**src/rtl/tg_uart_fifo.sv**
```systemverilog
// Host-side byte buffering for the serial controller: TX/RX FWFT FIFOs plus an io sequencer.
// Latency: TX push -> write strobe 2 cycles; rx_ready -> read strobe 1 cycle, byte visible 2 cycles.
// Backpressure: host sees full/empty/counts; full RX FIFO drops the byte and sets rx_overrun.

module tg_uart_fifo_buf #(
    parameter int AW = 4,
    parameter int W  = 8
) (
    input  logic         clk,
    input  logic         rst_n,
    input  logic         push_i,
    input  logic [W-1:0] push_dat_i,
    input  logic         pop_i,
    output logic [W-1:0] head_dat_o,
    output logic [AW:0]  cnt_o,
    output logic         full_o,
    output logic         empty_o,
    output logic         drop_o
);
    localparam int DEPTH = 1 << AW;
    localparam logic [AW:0] FULL_CNT = {1'b1, {AW{1'b0}}};

    logic [W-1:0]  mem_q [DEPTH];
    logic [AW-1:0] wptr_q;
    logic [AW-1:0] rptr_q;
    logic [AW:0]   cnt_q;
    logic          do_push;
    logic          do_pop;

    assign empty_o    = (cnt_q == '0);
    assign full_o     = (cnt_q == FULL_CNT);
    assign do_pop     = pop_i && !empty_o;
    // A pop frees the slot in the same cycle, so a push on a full buffer still lands.
    assign do_push    = push_i && (!full_o || do_pop);
    assign drop_o     = push_i && !do_push;
    assign head_dat_o = mem_q[rptr_q];
    assign cnt_o      = cnt_q;

    always_ff @(posedge clk) begin
        if (do_push) begin
            mem_q[wptr_q] <= push_dat_i;
        end
    end

    always_ff @(posedge clk or negedge rst_n) begin
        if (!rst_n) begin
            wptr_q <= '0;
            rptr_q <= '0;
            cnt_q  <= '0;
        end else begin
            if (do_push) begin
                wptr_q <= wptr_q + AW'(1);
            end
            if (do_pop) begin
                rptr_q <= rptr_q + AW'(1);
            end
            if (do_push && !do_pop) begin
                cnt_q <= cnt_q + (AW+1)'(1);
            end else if (do_pop && !do_push) begin
                cnt_q <= cnt_q - (AW+1)'(1);
            end
        end
    end
endmodule

module tg_uart_fifo #(
    parameter int TX_AW = 4,
    parameter int RX_AW = 4
) (
    input  logic             io_clk,
    input  logic             io_rst_n,
    input  logic [7:0]       host_wdata,
    input  logic             host_we,
    output logic             host_wfull,
    output logic [TX_AW:0]   host_tx_cnt,
    output logic [7:0]       host_rdata,
    input  logic             host_re,
    output logic             host_rempty,
    output logic [RX_AW:0]   host_rx_cnt,
    output logic             rx_overrun,
    input  logic             rx_ovr_clr,
    output logic [7:0]       uart_wdata,
    input  logic [7:0]       uart_rdata,
    output logic             uart_req,
    output logic             uart_wr,
    input  logic             uart_ack,
    input  logic             uart_tx_busy,
    input  logic             uart_rx_ready
);
    typedef enum logic [1:0] {T_IDLE, T_ISSUE, T_WHI, T_WLO} tx_state_e;
    typedef enum logic [1:0] {R_IDLE, R_READ, R_GAP} rx_state_e;

    tx_state_e  tx_q, tx_d;
    rx_state_e  rx_q, rx_d;
    logic       uart_req_q;
    logic       uart_wr_q;
    logic [7:0] uart_wdata_q;
    logic       rx_ovr_q;

    logic       tx_start;
    logic       rx_start;
    logic [7:0] tx_head;
    logic       tx_empty;
    logic       tx_drop;
    logic       rx_full;
    logic       rx_drop;
    logic       unused_sigs;

    assign unused_sigs = ^{uart_ack, tx_drop, rx_full};

    tg_uart_fifo_buf #(.AW(TX_AW), .W(8)) u_tx_fifo (
        .clk        (io_clk),
        .rst_n      (io_rst_n),
        .push_i     (host_we),
        .push_dat_i (host_wdata),
        .pop_i      (tx_start),
        .head_dat_o (tx_head),
        .cnt_o      (host_tx_cnt),
        .full_o     (host_wfull),
        .empty_o    (tx_empty),
        .drop_o     (tx_drop)
    );

    tg_uart_fifo_buf #(.AW(RX_AW), .W(8)) u_rx_fifo (
        .clk        (io_clk),
        .rst_n      (io_rst_n),
        .push_i     (rx_q == R_READ),
        .push_dat_i (uart_rdata),
        .pop_i      (host_re),
        .head_dat_o (host_rdata),
        .cnt_o      (host_rx_cnt),
        .full_o     (rx_full),
        .empty_o    (host_rempty),
        .drop_o     (rx_drop)
    );

    // RX wins: TX may not start while a read strobe is active or about to begin.
    always_comb begin
        rx_start = (rx_q == R_IDLE) && uart_rx_ready;
        tx_start = (tx_q == T_IDLE) && !tx_empty && !uart_tx_busy &&
                   (rx_q != R_READ) && !rx_start;

        rx_d = rx_q;
        case (rx_q)
            R_IDLE:  if (rx_start) rx_d = R_READ;
            R_READ:  rx_d = R_GAP;
            default: rx_d = R_IDLE;
        endcase

        tx_d = tx_q;
        case (tx_q)
            T_IDLE:  if (tx_start) tx_d = T_ISSUE;
            T_ISSUE: tx_d = T_WHI;
            T_WHI:   if (uart_tx_busy) tx_d = T_WLO;
            default: if (!uart_tx_busy) tx_d = T_IDLE;
        endcase
    end

    always_ff @(posedge io_clk or negedge io_rst_n) begin
        if (!io_rst_n) begin
            tx_q         <= T_IDLE;
            rx_q         <= R_IDLE;
            uart_req_q   <= 1'b0;
            uart_wr_q    <= 1'b0;
            uart_wdata_q <= '0;
            rx_ovr_q     <= 1'b0;
        end else begin
            tx_q       <= tx_d;
            rx_q       <= rx_d;
            uart_req_q <= (tx_d == T_ISSUE) || (rx_d == R_READ);
            uart_wr_q  <= (tx_d == T_ISSUE);
            if (tx_start) begin
                uart_wdata_q <= tx_head;
            end
            if (rx_drop) begin
                rx_ovr_q <= 1'b1;
            end else if (rx_ovr_clr) begin
                rx_ovr_q <= 1'b0;
            end
        end
    end

    assign uart_req   = uart_req_q;
    assign uart_wr    = uart_wr_q;
    assign uart_wdata = uart_wdata_q;
    assign rx_overrun = rx_ovr_q;
endmodule

```
**config.mk**
```make
export PLATFORM = sky130hd
export DESIGN_NAME = tg_uart_fifo
export DESIGN_NICKNAME = d
export VERILOG_FILES = /design/src/rtl/tg_uart_fifo.sv
export SDC_FILE = /design/constraint.sdc
export NUM_CORES = 1
export LEC_CHECK = 0
export BUFFER_PORTS_ARGS = -buffer_cell sky130_fd_sc_hd__clkbuf_2
export CAP_MARGIN = 30
export CORE_ASPECT_RATIO = 0.6
export CORE_MARGIN = 5
export CORE_UTILIZATION = 35
export CTS_CLUSTER_DIAMETER = 30
export DETAILED_ROUTE_END_ITERATION = 6
export RECOVER_POWER = 50
export SYNTH_ARGS = -nofsm -noshare
export SYNTH_HDL_FRONTEND = slang
export SYNTH_SLANG_ARGS = --single-unit
```
**constraint.sdc**
```tcl
create_clock -name io_clk -period 5.06 [get_ports io_clk]
set_input_delay 1.518 -clock io_clk [delete_from_list [all_inputs] [get_ports io_clk]]
set_output_delay 1.518 -clock io_clk [all_outputs]
set_load 0.05 [all_outputs]
```
==> flow_summary.json, run 1 <==
{
  "worst_slew_pin_slew_ns": 2.859,
  "number_of_enable_flip_flop_cells_after_synthesis": 256,
  "cts.repair.resized": 0,
  "setup_viol": 0,
  "overflow": 0,
  "outcome": "finished, violations left",
  "timing.fmax_mhz": 231.5,
  "detail_route.wl_per_cell_um": 20.60,
  "final_net_count": 739,
  "placedCellCount": 1098,
  "ys_top_cells_by_count": "edfxtp_1, mux4_2, dfrtp_1, ha_1, inv_1",
  "place_hpwl_um": 16250,
  "clk_pin_slew_ns": 0.06,
  "arrival_ns": 2.80,
  "cts_hold_buffers": 0,
  "postPlaceCellArea_sq_um": 12770,
  "hold_path.startpoint": "rx_q[1]",
  "detailedRoute.firstIterationViolations": 382,
  "start_util": 0.3561,
  "wl_um": 24590,
  "kind_of_critical_path": "flop to primary output",
  "grt_first_pass_wirelength_um": 38530,
  "critical_path_required_ns": 3.54,
  "fin_setup_tns_ns": 0,
  "drc_errors": 0,
  "layout.cells.non_filler": 1194,
  "failed_checks": "max-capacitance violations, max-slew violations",
  "timing_hold_violations_final": 0,
  "core_region_area_sq_um": 33830,
  "timing.hold.worst_path_depth": 1,
  "top_flip_flop_cell_by_instance_count_after_synthesis": "edfxtp_1",
  "synth_fp_nets": 653,
  "vias_after_detailed_routing": 5947,
  "cts_inserted_buffers": 51,
  "grt_antenna_before_repair": 0,
  "yosys.cell_types.count": 44,
  "cts.root.buffer_cell": "clkbuf_16",
  "ys_ff_latch": 297,
  "synthArstFlopShare": 0.1380,
  "grt_pass1_vias": 6406,
  "largest_net_degree_at_the_start_of_global_routing": 42,
  "timing.slew.headroom": -0.9057,
  "most_common_cell_in_the_netlist": "edfxtp_1",
  "reg2reg_depth": 10,
  "post-cts-setup-buffer-count": 0,
  "timing.final.crit_share": 0.8536,
  "pin_count": 55,
  "total_power_mw": 9.169,
  "chipWidth_um": 249.5,
  "rrSetupSlack_ns": 1.34,
  "worstSetupEndpointType": "primary output",
  "vdd.ir_drop.worst_mv": 0.3046,
  "cell_types_with_the_largest_area_share_after_synthesis": "edfxtp_1, mux4_2, dfrtp_1, ha_1, mux4_1",
  "final_design_area_no_fill_sq_um": 14460,
  "num_rows": 52,
  "total_die_area_sq_um": 38360,
  "worst_skew_pair.late_latency_ns": 0.54,
  "critPathLaunchType": "flop",
  "cap_violations": 1,
  "tritoncts_clock_tree": "yes",
  "post_synth.cell_area_avg_sq_um": 19.88,
  "bufs_on_longest_clock_path": 3,
  "power_per_cell_area_nw_per_um2": 634.1,
  "antenna-diode-count": 0,
  "rsz_0062_raised_after_global_routing": "no",
  "postSynthCellCount": 606,
  "ant_nets": 0,
  "cts.sinks": 297,
  "reg2reg_from": "u_tx_fifo.cnt_o[0]",
  "hold_class": "flop to flop",
  "grt_usage": 0.1297,
  "syn_to_final_growth_pct": 20.02,
  "final_layout_size_suffix_gt1_frac": 0.2721,
  "vertical_die_dimension_um": 153.7,
  "io_buffer_count": 53,
  "finalWorstSetupSlack_ns": 0.7410,
  "timing.clock.skew_ns": 0.01733,
  "final-max-slew-violation-count": 42,
  "yosysTopAreaCell": "edfxtp_1",
  "rd_place_congestion": 0.7571,
  "cts_htree_levels": 2,
  "seq_area_frac_synth": 0.7232,
  "crit_path_max_fanout": 35,
  "synth_area_sq_um": 12050,
  "vias_cell": 4.981,
  "detail_route.first_pass.iterations": 5,
  "worstReg2RegEnd": "u_tx_fifo.cnt_o[4]",
  "fin_crit_ns": 4.319,
  "place_worst_setup_slack_ns": 0.8465,
  "total_leakage_power_nw": 5.087,
  "post-synth-top-area-fraction": 0.6381,
  "hold_end": "rx_q[0]",
  "warnings_synthesis": 0
}
==> per-stage QoR <==
step,utilization,hold WS [ns]
after floorplan,-,0.4303
after global placement,0.3774,0.4631
after detailed placement,0.3774,0.4722
after CTS,0.4284,0.4634
after global routing,0.4274,0.4977
final,0.4274,0.4690
==> logic make-up after synthesis <==
logic type	after synthesis	share of synthesized area
AND/OR/NAND/NOR	84	0.03894
flip-flops	297	0.7232
AO/OA/AOI/OAI	49	0.02846
adder cells (fa/ha/maj)	23	0.02513
XOR/XNOR	20	0.01454
multiplexers	85	0.1482
buffers and inverters	48	0.02150
==> how the worst max path moves through the flow <==
stage | endpoint | startpoint | cells past startpoint | slack, ns
2_1_floorplan | u_tx_fifo.cnt_o[4] | uart_rx_ready | 11 | 1.31
3_3_place_gp | u_tx_fifo.cnt_o[4] | uart_rx_ready | 11 | 0.92
3_5_place_dp | u_tx_fifo.cnt_o[4] | uart_rx_ready | 11 | 0.85
4_1_cts | host_rdata[4] | u_rx_fifo.rptr_q[0] | 4 | 0.67
5_1_grt | u_tx_fifo.rptr_q[0] | io_rst_n | 2 | 0.54
6_report | host_rdata[4] | u_rx_fifo.rptr_q[0] | 4 | 0.74
==> metal layers <==
metal / up-vias / share of wire / GRT usage
met3: 42 / 0.063 / 0.03512
li1: 2630 / - / -
met1: 3094 / 0.49 / 0.1944
met4: 0 / 0.016 / 0.03864
met5: - / 0 / 0
met2: 181 / 0.43 / 0.1862
==> state kept, by name, indices dropped and copies added, names as in the netlist <==
register	cells
u_rx_fifo.mem_q	128
rx_overrun	1
u_tx_fifo.cnt_o	5
rx_q	2
u_tx_fifo.wptr_q	4
u_tx_fifo.rptr_q	4
u_rx_fifo.cnt_o	5
uart_req	1
uart_wdata	8
uart_wr	1
tx_q	2
u_tx_fifo.mem_q	128
u_rx_fifo.rptr_q	4
u_rx_fifo.wptr_q	4
==> report_power, final <==
group	switching, mW	leakage (nW)	internal (mW)
registers	0.285	2.81	2.98
clock network	1.28	0.826	2.06
logic	1.51	1.45	1.07
total	3.07	5.09	6.10
==> critical path, cell delays in order (launching register included) <==
cell      delay [ns]
dfrtp_2         0.33
buf_4           0.53
mux4_2          0.63
mux4_2          0.47
clkbuf_2        0.25
==> area by class of cell <==
cell class,count,area (sq um)
fillers,2914,19370
flip-flops and latches,297,8716
multi-input cells,261,3075
clock buffers,55,1313
well taps,459,574.3
clock inverters,41,412.9
repair buffers,62,297.8
inverters,19,71.32
==> cells in the final DEF (no fill, tap or decap), types with 10 or more instances in the layout <==
cell type / synthesis / routed
clkbuf_1: 9 / 25
nor2b_1: 14 / 14
mux4_2: 64 / 64
nor2_1: 13 / 13
and2_1: 15 / 15
edfxtp_1: 256 / 256
ha_1: 21 / 21
mux2i_1: 10 / 10
a21oi_1: 14 / 14
nand2_1: 11 / 11
dfrtp_1: 41 / 39
clkbuf_2: 0 / 34
xnor2_1: 16 / 16
clkbuf_16: 0 / 52
inv_1: 19 / 19
and3_1: 14 / 14
No activity file was read; power rests on OpenSTA's default activity.
==> inputs of run 2 (changes only) <==
--- a/config.mk
+++ b/config.mk
@@ -12,6 +12,8 @@
 export CORE_UTILIZATION = 35
 export CTS_CLUSTER_DIAMETER = 30
 export DETAILED_ROUTE_END_ITERATION = 6
+export HOLD_SLACK_MARGIN = 0.03
+export PLACE_DENSITY = 0.57
 export RECOVER_POWER = 50
 export SYNTH_ARGS = -nofsm -noshare
 export SYNTH_HDL_FRONTEND = slang
==> constraint.sdc (replaced) <==
create_clock -name io_clk -period 3.91 [get_ports io_clk]
set_input_delay 1.173 -clock io_clk [delete_from_list [all_inputs] [get_ports io_clk]]
set_output_delay 1.173 -clock io_clk [all_outputs]
set_load 0.05 [all_outputs]
==> run 2 against run 1 <==
  * Global-route usage rose by 0.39 points
  * Count of clock-buffer cells in the layout up 2
  * Register-to-register slack worse by 0.54 ns
  * Clock skew rose by 0.0094 ns
  * Sequential power rose by 33%
  * Via count grew 1.2%
  * The flow still finishes with violations (max-capacitance violations, max-slew violations)
  * Combinational power rose by 29%
  * Utilization rose by 0.21 points
  * Flip-flop and latch count stayed put
==> flow_summary.json, run 2 (synthesis gave the netlist of run 1 again) <==
{
  "outcome": "finished, violations left",
  "failed_checks": "max-capacitance violations, max-slew violations",
  "critical_path_required_ns": 2.74,
  "crit_path_max_fanout": 27,
  "power_per_cell_area_nw_per_um2": 822.4,
  "reg2reg_depth": 9,
  "detail_route.wl_per_cell_um": 21.02,
  "grt_antenna_before_repair": 0,
  "total_leakage_power_nw": 5.154,
  "timing.fmax_mhz": 270.2,
  "start_util": 0.3561,
  "wl_um": 25340,
  "reg2reg_from": "rx_q[1]",
  "detail_route.first_pass.iterations": 6,
  "vdd.ir_drop.worst_mv": 0.4480,
  "final_net_count": 750,
  "overflow": 0,
  "detailedRoute.firstIterationViolations": 386,
  "timing.final.crit_share": 0.9465,
  "cts_htree_levels": 2,
  "ant_nets": 0,
  "final_layout_size_suffix_gt1_frac": 0.2842,
  "clk_pin_slew_ns": 0.05,
  "pin_count": 55,
  "cts.root.buffer_cell": "clkbuf_16",
  "rd_place_congestion": 0.7486,
  "hold_class": "flop to flop",
  "n_fill_cell": 2948,
  "rsz_0062_raised_after_global_routing": "no",
  "largest_net_degree_at_the_start_of_global_routing": 36,
  "timing.clock.skew_ns": 0.02673,
  "fin_crit_ns": 3.701,
  "crit_path_start": "u_rx_fifo.rptr_q[0]",
  "timing.slew.headroom": -0.3252,
  "total_die_area_sq_um": 38360,
  "worst_skew_pair.late_latency_ns": 0.56,
  "grt_usage": 0.1336,
  "worstSetupEndpointType": "primary output",
  "timing_hold_violations_final": 0,
  "tritoncts_clock_tree": "yes",
  "fin_setup_tns_ns": 0,
  "worst_slew_pin_slew_ns": 1.988,
  "chipWidth_um": 249.5,
  "antenna-diode-count": 0,
  "mostFrequentLayoutCell": "edfxtp_1",
  "rrSetupSlack_ns": 0.80,
  "final-max-slew-violation-count": 29,
  "cap_violations": 1,
  "drc_errors": 0,
  "globalRouteMet1Util": 0.2053,
  "place_hpwl_um": 16820,
  "arrival_ns": 2.53,
  "core_region_area_sq_um": 33830,
  "num_rows": 52,
  "cts_inserted_buffers": 51,
  "vias_after_detailed_routing": 6021,
  "vias_cell": 4.997,
  "syn_to_final_growth_pct": 20.60,
  "grtUsageMet3": 0.03647,
  "setup_viol": 0,
  "mostFrequentLayoutCells": "edfxtp_1, mux4_2, clkbuf_16, dfrtp_1, clkbuf_2",
  "hold_path.startpoint": "rx_q[0]",
  "critPathLaunchType": "flop",
  "vertical_die_dimension_um": 153.7,
  "cts.sinks": 297,
  "io_buffer_count": 53,
  "bufs_on_longest_clock_path": 3,
  "timing.hold.worst_path_depth": 1,
  "global_route.peak_usage_layer": "met1",
  "grt_pass1_vias": 6432,
  "globalRouteMet2Util": 0.1853,
  "place_worst_setup_slack_ns": 0.3492,
  "grt_first_pass_wirelength_um": 39460,
  "final_core_util": 0.4295,
  "finalWorstSetupSlack_ns": 0.2093,
  "kind_of_critical_path": "flop to primary output"
}
-- run 2: changes by cell type in the layout (fill, tap and decap cells not counted), moves of 2 or more --
| cell | delta |
|---|---|
| clkinv_8 | -3 |
| inv_6 | +4 |
| inv_8 | -7 |
| clkinvlp_4 | -2 |
| buf_4 | +9 |
| clkinv_2 | +6 |
-- run 2: report_power, final --
group	switching [mW]	leakage [nW]	internal, mW
combinational	1.90	1.51	1.42
sequential	0.463	2.81	3.85
clock	1.63	0.832	2.68
total	3.99	5.15	7.96
-- run 2: area by class of cell --
class                           count  area, sq um  share of cell area
Sequential cell                   297         8716              0.5998
Multi-Input combinational cell    261         3075              0.2117
Clock buffer                       57         1351             0.09300
Tap cell                          459        574.3             0.03952
Timing Repair Buffer               73        390.4             0.02687
Clock inverter                     39        351.6             0.02420
Inverter                           19        71.32            0.004908
-- run 2: metal layers --
metal	up-vias	routed length (um)	part of all wire
li1	2662	-	-
met1	3166	12880	0.51
met2	145	10520	0.42
met3	48	1427	0.056
met4	0	513	0.020
met5	-	0	0
-- run 2: repair_timing --
action                                  in CTS  in global routing
gates resized for setup                      0                  0
setup buffers                                1                  0
hold buffers                                 0                  0
endpoints found under the setup margin       4                  0
-- run 2: path summary, 6_finish.rpt --
check                                       to
min in group asynchronous   u_tx_fifo.cnt_o[2]
max                              host_rdata[4]
min                                    rx_q[0]
max in group asynchronous  u_rx_fifo.rptr_q[0]
max reg2reg                 u_rx_fifo.cnt_o[4]
min reg2reg                            rx_q[0]
-- run 2: per-stage QoR --
step	instances	hold slack [ns]	instance area, sq um	power, mW
after detailed placement	1107	0.4642	12850	7.735
after floorplan	606	0.4303	12050	6.884
after global routing	1205	0.5018	14530	12.55
after CTS	1204	0.4735	14560	12.10
after global placement	1107	0.4613	12850	7.594
final	1205	0.4687	14530	11.95
-- run 2: critical path: stages, from the launching register on --
cell and delay [ns]:
dfrtp_2 0.39, buf_12 0.25, mux4_2 0.56, mux4_2 0.48, clkbuf_2 0.26
==> inputs of run 3 (changes only) <==
--- a/config.mk
+++ b/config.mk
@@ -5,15 +5,18 @@
 export SDC_FILE = /design/constraint.sdc
 export NUM_CORES = 1
 export LEC_CHECK = 0
+export ABC_AREA = 1
 export BUFFER_PORTS_ARGS = -buffer_cell sky130_fd_sc_hd__clkbuf_2
 export CAP_MARGIN = 30
+export CELL_PAD_IN_SITES_DETAIL_PLACEMENT = 0
+export CELL_PAD_IN_SITES_GLOBAL_PLACEMENT = 1
 export CORE_ASPECT_RATIO = 0.6
 export CORE_MARGIN = 5
 export CORE_UTILIZATION = 35
 export CTS_CLUSTER_DIAMETER = 30
 export DETAILED_ROUTE_END_ITERATION = 6
 export HOLD_SLACK_MARGIN = 0.03
-export PLACE_DENSITY = 0.57
+export PLACE_DENSITY = 0.67
 export RECOVER_POWER = 50
 export SYNTH_ARGS = -nofsm -noshare
 export SYNTH_HDL_FRONTEND = slang
==> run 3 against run 2 <==
  * The run still ends with max-capacitance violations, max-slew violations left
  * Clock skew fell by 0.0098 ns
  * Global-route usage rose by 2.1 points
  * Power rose by 8.8%
  * Non-clock buffer count rose by 15
  * Critical path type unchanged
==> flow_summary.json, run 3 <==
{
  "outcome": "finished, violations left",
  "failed_checks": "max-capacitance violations, max-slew violations",
  "cts.repair.resized": 0,
  "synth-xor-area-share": 0.01104,
  "hold_class": "flop to flop",
  "place_hpwl_um": 20030,
  "bufs_on_longest_clock_path": 3,
  "critical_path.top_delay_family": "buffers and inverters",
  "detailedRoute.firstIterationViolations": 700,
  "vias_after_detailed_routing": 8286,
  "timing.clock.skew_ns": 0.01690,
  "cts_inserted_buffers": 52,
  "tritoncts_clock_tree": "yes",
  "timing.fmax_mhz": 272.1,
  "clk_pin_slew_ns": 0.05,
  "postPlaceCellArea_sq_um": 13490,
  "critPathBufInv": 2,
  "ys_top_cells_by_count": "nand2_1, edfxtp_1, nor2_1, nand3_1, inv_1",
  "vdd.ir_drop.worst_mv": 0.4056,
  "crit_path_max_fanout": 64,
  "hold_path.startpoint": "rx_q[0]",
  "ys_ff_latch": 297,
  "mostFrequentLayoutCell": "nand2_1",
  "grt_first_pass_wirelength_um": 47380,
  "synth_area_in_adders": 0.02385,
  "timing_hold_violations_final": 0,
  "most_common_cell_in_the_netlist": "nand2_1",
  "critical_path_required_ns": 2.74,
  "antenna-diode-count": 0,
  "timing.hold.worst_path_depth": 1,
  "postSynthCellCount": 1135,
  "io_buffer_count": 53,
  "worstSetupEndpointType": "primary output",
  "synth_compound_area_frac": 0.06012,
  "fin_setup_tns_ns": 0,
  "setup_viol": 0,
  "synth_simple_gate_area_share": 0.1702,
  "num_rows": 54,
  "arrival_ns": 2.50,
  "yosysTopAreaCell": "edfxtp_1",
  "final_layout_size_suffix_gt1_frac": 0.1325,
  "vias_cell": 4.751,
  "detail_route.first_pass.iterations": 6,
  "start_util": 0.3519,
  "largest_net_degree_at_the_start_of_global_routing": 67,
  "post_synth.cell_area_avg_sq_um": 11.18,
  "pin_count": 55,
  "seq_area_frac_synth": 0.6864,
  "placedCellCount": 1646,
  "layout.cells.non_filler": 1744,
  "kind_of_critical_path": "flop to primary output",
  "cap_violations": 1,
  "core_region_area_sq_um": 36080,
  "number_of_enable_flip_flop_cells_after_synthesis": 256,
  "warnings_synthesis": 0,
  "ant_nets": 0,
  "top_flip_flop_cell_by_instance_count_after_synthesis": "edfxtp_1",
  "chipWidth_um": 255.9,
  "wl_um": 31250,
  "synth_area_sq_um": 12690,
  "main_combinational_cell_family_by_area_after_synthesis": "simple AND/OR/NAND/NOR gates",
  "grt_usage": 0.1544,
  "final_net_count": 1272,
  "worstReg2RegEnd": "u_tx_fifo.cnt_o[4]",
  "grt_antenna_before_repair": 0,
  "synth.mux.area_fraction": 0,
  "cts.root.buffer_cell": "clkbuf_16",
  "rsz_0062_raised_after_global_routing": "no",
  "n_fill_cell": 3421,
  "critPathLaunchType": "flop",
  "reg2reg_from": "tx_q[0]",
  "critical-path-max-stage-delay_ns": 0.43,
  "syn_to_final_growth_pct": 20.55,
  "cts_htree_levels": 2,
  "timing.final.crit_share": 0.9398,
  "final_core_util": 0.4242,
  "worst_skew_pair.late_latency_ns": 0.55,
  "worst_slew_pin_slew_ns": 1.656,
  "detail_route.wl_per_cell_um": 17.92,
  "fin_crit_ns": 3.674,
  "synth_fp_nets": 1182,
  "drc_errors": 0,
  "post-cts-setup-buffer-count": 0,
  "overflow": 0,
  "grt_pass1_vias": 7725,
  "timing.slew.headroom": -0.1042,
  "rrSetupSlack_ns": 0.94,
  "hold_end": "rx_q[0]",
  "cts.sinks": 297,
  "final-max-slew-violation-count": 26,
  "worst_path_max_delay_cell": "dfrtp_2",
  "post-synth-top-area-fraction": 0.6056,
  "rd_place_congestion": 0.7995,
  "cts_hold_buffers": 0,
  "worst_path_cell_trace": "inv_6 -> o21ai_0 -> o211ai_1 -> nand3_1 -> nand2_1 -> clkbuf_2",
  "final_design_area_no_fill_sq_um": 15300,
  "power_per_cell_area_nw_per_um2": 849.6,
  "finalWorstSetupSlack_ns": 0.2355,
  "total_die_area_sq_um": 40300,
  "total_leakage_power_nw": 5.977,
  "reg2reg_depth": 14,
  "synthArstFlopShare": 0.1380,
  "vertical_die_dimension_um": 157.5,
  "place_worst_setup_slack_ns": 0.6916,
  "cell_types_with_the_largest_area_share_after_synthesis": "edfxtp_1, nand2_1, dfrtp_1, nor2_1, nand3_1",
  "mostFrequentLayoutCells": "nand2_1, edfxtp_1, nor2_1, nand3_1, inv_1",
  "yosys.cell_types.count": 30
}
[run 3: cell count changes in the layout (fill, tap and decap cells not counted), moves of 12 or more]
cell      change
o21ai_0      +57
mux4_2       -64
nor2b_1      -14
xnor2_1      -12
nor2_1      +140
nand2_1     +280
and2_1       -15
buf_4        +16
inv_1        +46
nand3_1      +82
o211ai_1     +31
and3_1       -14
o21ai_1      +24
[run 3: final cells by class]
class | instances | area, sq um | area share
multi-input combinational | 711 | 3357 | 0.2194
clock inverter | 35 | 411.6 | 0.02690
timing repair buffer | 88 | 504.2 | 0.03295
tap | 476 | 595.6 | 0.03892
clock buffer | 62 | 1431 | 0.09353
sequential | 297 | 8716 | 0.5695
inverter | 75 | 287.8 | 0.01880
[run 3: through the flow]
| step | hold WS, ns | total power, mW |
|---|---|---|
| 3_3_place_gp | 0.4634 | 8.358 |
| 6_report | 0.4771 | 13.00 |
| 2_1_floorplan | 0.4148 | 7.216 |
| 5_1_grt | 0.5084 | 13.78 |
| 4_1_cts | 0.4833 | 13.11 |
| 3_5_place_dp | 0.4688 | 8.405 |
[run 3: worst max path at each step]
stage                     cells after the start            endpoint                start
final                                         6       host_rdata[5]  u_rx_fifo.rptr_q[0]
after CTS                                     6       host_rdata[5]  u_rx_fifo.rptr_q[0]
after detailed placement                     16  u_tx_fifo.cnt_o[4]         uart_tx_busy
after global routing                          6       host_rdata[1]  u_rx_fifo.rptr_q[0]
after global placement                       16  u_tx_fifo.cnt_o[4]         uart_tx_busy
after floorplan                              14  u_tx_fifo.cnt_o[4]   u_tx_fifo.cnt_o[0]
[run 3: cells by family after synthesis]
| kind of cell | after synthesis |
|---|---|
| adders and majority gates | 23 |
| and+or+nand+nor | 538 |
| DFF | 297 |
| xor gates and xnor gates | 16 |
| buffers and inverters | 127 |
| AOI/OAI and AO/OA | 134 |
[run 3: routing by layer]
layer | vias to the layer above | GRT usage | part of all wire
met5 | - | 0 | 0
met3 | 43 | 0.03527 | 0.071
met2 | 208 | 0.2119 | 0.40
met1 | 3970 | 0.2458 | 0.52
met4 | 0 | 0.03697 | 0.015
li1 | 4065 | - | -
[run 3: report_power, final]
part | switching (mW) | total [mW] | internal (mW)
combinational | 3.11 | 4.24 | 1.13
clock | 1.58 | 4.67 | 3.09
sequential | 0.259 | 4.09 | 3.84
[run 3: worst reg2reg max path: stages, from the launching register on]
cell      delay [ns]
dfrtp_1         0.37
inv_1           0.09
ha_1            0.21
nand2_1         0.09
nor2_2          0.05
nand3_2         0.08
clkbuf_1        0.61
ha_1            0.31
inv_1           0.11
fa_1            0.41
a21oi_1         0.15
o21bai_1        0.09
xor2_1          0.15
nand2_1         0.06
o21ai_0         0.07
